===== config.mk =====
export PLATFORM = sky130hd
export DESIGN_NAME = spi_master
export DESIGN_NICKNAME = d
export VERILOG_FILES = /design/src/rtl/spi_master.sv
export SDC_FILE = /design/constraint.sdc
export NUM_CORES = 1
export LEC_CHECK = 0
export CORE_MARGIN = 2
export CORE_UTILIZATION = 35
export DETAILED_ROUTE_END_ITERATION = 10
export PLACE_DENSITY = 0.63
export SYNTH_ARGS = -nofsm -noshare
export SYNTH_HDL_FRONTEND = slang
export SYNTH_SLANG_ARGS = --single-unit
export TNS_END_PERCENT = 5

===== constraint.sdc =====
create_clock -name clk -period 4.25 [get_ports clk]
set_input_delay 0.6375 -clock clk [delete_from_list [all_inputs] [get_ports clk]]
set_output_delay 0.6375 -clock clk [all_outputs]
set_load 0.005 [all_outputs]

===== src/rtl/spi_master.sv =====
// SPI mode-0 initiator: MSB-first DATA_W-bit words, optional multi-word frames
// holding ssel_ low, all outputs registered.
module spi_master #(
    parameter int DATA_W  = 8,
    parameter int CLK_DIV = 4
) (
    input  logic              clk,
    input  logic              rst_,
    input  logic [DATA_W-1:0] tx_data,
    input  logic              tx_last,
    input  logic              tx_valid,
    output logic              tx_ready,
    output logic [DATA_W-1:0] rx_data,
    output logic              rx_valid,
    output logic              busy,
    output logic              sck,
    output logic              mosi,
    input  logic              miso,
    output logic              ssel_
);

    typedef enum logic [2:0] {IDLE, SETUP, SHIFT, WAIT_NEXT, HOLD, GAP} state_t;

    localparam int CW = $clog2(CLK_DIV) + 1;
    localparam int BW = (DATA_W > 1) ? $clog2(DATA_W) : 1;
    localparam logic [CW-1:0] HALF_LAST = CW'(CLK_DIV - 1);
    localparam logic [BW-1:0] BIT_LAST  = BW'(DATA_W - 1);

    state_t            state;
    logic [CW-1:0]     half_cnt;
    logic [BW-1:0]     bit_cnt;
    logic [DATA_W-1:0] tx_shift;
    logic [DATA_W-1:0] rx_shift;
    logic              last_word;
    logic              accept;
    logic              half_done;

    assign accept    = tx_valid && tx_ready;
    assign half_done = (half_cnt == HALF_LAST);

    always_ff @(posedge clk or negedge rst_) begin
        if (!rst_) begin
            state     <= IDLE;
            half_cnt  <= '0;
            bit_cnt   <= '0;
            tx_shift  <= '0;
            rx_shift  <= '0;
            last_word <= 1'b0;
            tx_ready  <= 1'b1;
            rx_data   <= '0;
            rx_valid  <= 1'b0;
            busy      <= 1'b0;
            sck       <= 1'b0;
            mosi      <= 1'b0;
            ssel_     <= 1'b1;
        end else begin
            rx_valid <= 1'b0;
            case (state)
                IDLE, WAIT_NEXT: begin
                    if (accept) begin
                        state     <= SETUP;
                        tx_ready  <= 1'b0;
                        busy      <= 1'b1;
                        ssel_     <= 1'b0;
                        mosi      <= tx_data[DATA_W-1];
                        tx_shift  <= tx_data;
                        last_word <= tx_last;
                        half_cnt  <= '0;
                        bit_cnt   <= '0;
                    end
                end
                SETUP: begin
                    // The first rising sck edge is issued here, so SHIFT always starts with sck high.
                    if (half_done) begin
                        half_cnt <= '0;
                        sck      <= 1'b1;
                        rx_shift <= {rx_shift[DATA_W-2:0], miso};
                        state    <= SHIFT;
                    end else begin
                        half_cnt <= half_cnt + 1'b1;
                    end
                end
                SHIFT: begin
                    if (half_done) begin
                        half_cnt <= '0;
                        sck      <= ~sck;
                        if (!sck) begin
                            rx_shift <= {rx_shift[DATA_W-2:0], miso};
                        end else if (bit_cnt == BIT_LAST) begin
                            rx_data  <= rx_shift;
                            rx_valid <= 1'b1;
                            if (last_word) begin
                                state <= HOLD;
                            end else begin
                                state    <= WAIT_NEXT;
                                tx_ready <= 1'b1;
                            end
                        end else begin
                            bit_cnt  <= bit_cnt + 1'b1;
                            mosi     <= tx_shift[DATA_W-2];
                            tx_shift <= {tx_shift[DATA_W-2:0], 1'b0};
                        end
                    end else begin
                        half_cnt <= half_cnt + 1'b1;
                    end
                end
                HOLD: begin
                    if (half_done) begin
                        half_cnt <= '0;
                        ssel_    <= 1'b1;
                        state    <= GAP;
                    end else begin
                        half_cnt <= half_cnt + 1'b1;
                    end
                end
                GAP: begin
                    if (half_done) begin
                        half_cnt <= '0;
                        tx_ready <= 1'b1;
                        busy     <= 1'b0;
                        state    <= IDLE;
                    end else begin
                        half_cnt <= half_cnt + 1'b1;
                    end
                end
                default: state <= IDLE;
            endcase
        end
    end

endmodule

[Word level (Yosys, flattened, before mapping)]
Cells that the tools add are included.
Word-level totals
  output and inout port bits: 14
  bits in registers: 39
Cells by class
  muxes and demuxes: 47
  add/subtract/negate cells: 2
  bitwise gates (word level): 1
  reductions and logical operators: 20
  equal/unequal tests: 17
Operators by type and width (number)
  $mux W3: 13
  $mux W7: 4
  $mux W8: 3
  $ne A2 B2 Y1 const B: 10
  $mux W1: 17
  $pmux W8 S2: 1
  $pmux W3 S5: 1
  $pmux W7 S2: 1
  $reduce_and A7 Y1: 2
  $pmux W3 S2: 2
  $reduce_bool A2 Y1: 5
  $eq A3 B2 Y1 const B: 3
  $eq A3 B3 Y1 const B: 3
  $reduce_and A3 Y1: 3
  $pmux W1 S2: 4
  $reduce_and A4 Y1: 2
  $add A3 B1 Y3 const B: 2
  $reduce_and A5 Y1: 1
  $reduce_and A2 Y1: 2
  $reduce_or A4 Y1: 1
  $eq A3 B1 Y1 const B: 1
  $logic_not A3 Y1: 1
  $pmux W1 S3: 1
  $reduce_bool A3 Y1: 1
  3 further kinds: 3

[Depth between registers and ports, before layout]
  word-level depth: 5
  gate-level depth with buffers: 6
  depth with buffers taken out: 5

[Least setup slack after synthesis]
Ideal clock, no wire load.
  path type: register to register
  from: register half_cnt[0]
  to: register rx_data[0]
  data arrival time: 1639 ps
  path slack: 2487 ps
  stages on the path, launching flop included: 7
  data required time: 4125 ps
  buffers on the path: 2
  cells stage by stage: dfrtp_1 -> ha_1 -> nor2b_2 -> buf_4 -> and4_1 -> buf_4 -> mux2_2
On the way
  word-level cells in the longest chain between the ends: 2
Ends and longest elaborated chain
  from (decl): RTL line 30  | logic [CW-1:0] half_cnt;
  from (signal assigned): RTL line 80  | half_cnt <= half_cnt + 1'b1;
  from (signal assigned): RTL line 104  | half_cnt <= half_cnt + 1'b1;
  from (signal assigned): RTL line 113  | half_cnt <= half_cnt + 1'b1;
  $eq A3 B2 Y1: RTL line 39  | assign half_done = (half_cnt == HALF_LAST);
  $reduce_and A4 Y1 (no source line)
  to (signal assigned): RTL line 90  | rx_data <= rx_shift;
  to (decl): RTL line 13  | output logic [DATA_W-1:0] rx_data,
Every way passes these cells.
A chain may end at the register's enable or synchronous reset.

[Final worst setup path]
  from: register half_cnt[0]
  to: register mosi
On the way
  word-level cells in the longest chain between the ends: 3
Ends and longest elaborated chain
  $eq A3 B2 Y1: RTL line 39
  $ne A2 B2 Y1 (no source line)
  $reduce_and A5 Y1 (no source line)
  to (signal assigned): RTL line 65  | mosi <= tx_data[DATA_W-1];
  to (signal assigned): RTL line 100  | mosi <= tx_shift[DATA_W-2];
  to (decl): RTL line 17  | output logic mosi,
Every way passes these cells.

==> impl_metrics.py <==
metrics = {
    "layout": {
        "nNetsFinal": 212,
        "final_cell_count_no_fill": 269,
        "syn_to_final_growth_pct": 18.74,
        "multi_input_area_um2": 935.9,
        "num_antenna_cells": 0,
        "drive_gt1_share_pct": 25.89,
        "n_fill_cell": 549,
        "register_area_um2": 978.4,
    },
    "synthesis": {
        "synth_top_area_share_pct": 46.08,
        "async_flop_share_pct": 100.0,
        "ys_seq_area_share_pct": 48.69,
        "synth_cells": 173,
        "ys_seq_elements": 39,
        "synth_area_leaders": "dfrtp_1 46%, mux2_2 13%, mux2_4 5.2%",
        "avgSynthCellArea_um2": 11.62,
        "ys_types": 48,
        "syn-cell-area_mm2": 0.002009,
        "synth_nets": 189,
        "ys_warn_count": 0,
        "synth_largest_area_cell": "dfrtp_1",
        "netlist_top_cells_count": "37 x dfrtp_1, 24 x mux2_2, 9 x a21oi_1, 9 x nor2_1",
        "yosysMostFrequentCell": "dfrtp_1",
        "synth_edf_count": 0,
        "synth_ff_type": "dfrtp_1",
    },
    "worst_setup_path": {
        "reg2reg_from": "half_cnt[0]",
        "path_max_fanout": 11,
        "crit_type": "flip-flop to flip-flop",
        "worstRegToRegCells": 5,
        "cp-end-kind": "flip-flop",
        "worstReg2RegEnd": "mosi",
        "start_kind": "flip-flop",
        "r2r_slack_ns": 1.70,
        "critical_path_required_ns": 4.44,
        "crit_path_start": "half_cnt[0]",
        "arrival_ns": 2.74,
    },
    "route": {
        "routed_wl_mm": 3.744,
        "ant_nets": 0,
        "drt-wirelength-per-cell_um": 13.92,
        "vias": 1366,
        "drt_pass1_iterations": 4,
        "viasPerCell": 5.078,
        "drcViolationCount": 0,
        "drt_iter0_markers": 66,
    },
    "cts": {
        "cts_buffers": 5,
        "clockRootBuffer": "clkbuf_8",
        "cts_buffer_depth": 2,
        "cts_resized": 0,
        "post_cts_buffers": 0,
        "cts_tree": "done",
        "cts_num_sinks": 39,
        "cts_hold_buffers": 0,
        "htreeDepth": 2,
        "path_clk_slew_ns": 0.08,
        "clock_latency_ns": 0.30,
    },
    "timing": {
        "fin_crit_ns": 2.553,
        "finalHoldViolations": 0,
        "setup_viol": 0,
        "rsz0062_at_grt": "false",
        "slew_viol_final": 0,
        "max_freq_ghz": 0.3917,
        "maxSlewHeadroom_pct": 42.88,
        "worst_pin_slew_ns": 0.8569,
        "finClkSkew_ns": 0.004588,
        "setup_ws_ns": 1.697,
        "tns_ns": 0,
        "post-route-period-util_pct": 60.07,
    },
    "pwr": {
        "power_density_mw_per_mm2": 591.7,
        "finalPower_mw": 1.412,
        "leakage_nw": 1.035,
        "ir_drop_v": 0.0002341,
    },
    "global_routing": {
        "grt_start_max_net_pins": 40,
        "antenna_found_initial": 0,
        "grt-ovfl-total": 0,
        "grt_pass1_wl_mm": 6.423,
        "grt_pass1_vias": 1340,
        "grtUsageTotal_pct": 13.06,
    },
    "floorplanning": {
        "die_x_um": 79.77,
        "die-area_mm2": 0.006363,
        "core_region_area_mm2": 0.005540,
        "start_util_pct": 36.27,
        "die_h_um": 79.77,
        "io_pins": 27,
        "rows": 27,
    },
    "placement": {
        "dp_slack_ns": 1.441,
        "post-dp-hpwl_mm": 2.480,
        "placed_cells": 261,
        "place.gp.congestion": 0.7836,
        "io_buffer_count": 26,
    },
    "job": {
        "maxCapViolCount": 0,
    },
    "hold_path": {
        "min_path_type": "input pin to async pin",
    },
    "run_status": {
        "status": "finished clean",
    },
}
## worst max-delay path by stage
stage                 endpoint  slack [ns]  depth (start not counted)
global route              mosi        1.59                          5
detailed placement        mosi        1.44                          5
CTS                       mosi        1.72                          5
floorplan           rx_data[0]        2.49                          6
global placement          mosi        1.47                          5
finish                    mosi        1.70                          5
## critical path, cell delays in order, from the launching register on
cell and delay [ns]:
dfrtp_1 0.47, ha_1 0.29, nor2b_2 0.45, nand4b_2 0.17, a21oi_2 0.66, mux2_2 0.41
## through the flow
step	hold slack, ns	util, %	instance area (um^2)
after floorplan	0.3419	-	2009
after global placement	0.4786	41.40	2293
after detailed placement	0.4839	41.40	2293
after CTS	0.4833	43.07	2386
after global routing	0.5147	43.07	2386
final	0.4441	43.07	2386
## state kept, by name (all words and copies together), names as in the netlist, 3 cells and up
signal,flops
tx_shift,7
half_cnt,3
rx_shift,8
state,3
rx_data,8
bit_cnt,3
## cell usage in the layout (no fill, tap or decap), drive strengths merged, types with 5 or more instances in the layout
cell type,instances
mux2,32
nor2,9
a21oi,10
dfrtp,37
nand3,6
o21ai,6
nand2,8
clkdlybuf4s50,25
clkbuf,5
inv,8
nor3,6
## metal layers
metal / vias up / wire (um) / GRT usage, %
met5: - / 0 / 0
met4: 0 / 40 / 5.085
met3: 4 / 130 / 3.733
met2: 26 / 1708 / 19.75
met1: 671 / 1864 / 17.69
li1: 665 / - / -
## where the power goes
group | switching (mW) | total, mW | leakage (nW) | internal, mW
combinational | 0.221 | 0.519 | 0.498 | 0.298
sequential | 0.135 | 0.634 | 0.495 | 0.499
clock | 0.142 | 0.259 | 0.0408 | 0.117
## layout make-up
cell class,instances,share of cell area (%)
Clock buffer,5,2.884
Clock inverter,3,0.9963
Inverter,7,1.101
Multi-Input combinational cell,116,39.22
Sequential cell,39,41.01
Tap cell,72,3.776
Timing Repair Buffer,27,11.01
## cell families after synthesis
| kind of cell | Yosys count | share of synthesized area, % |
|---|---|---|
| buf+inv | 18 | 4.732 |
| fa+ha+maj | 3 | 1.868 |
| mux | 35 | 20.73 |
| xor+xnor | 1 | 0.4359 |
| compound gates | 29 | 10.03 |
| simple gates | 48 | 13.51 |
| flops | 39 | 48.69 |
(Power assumes the default switching activity.)
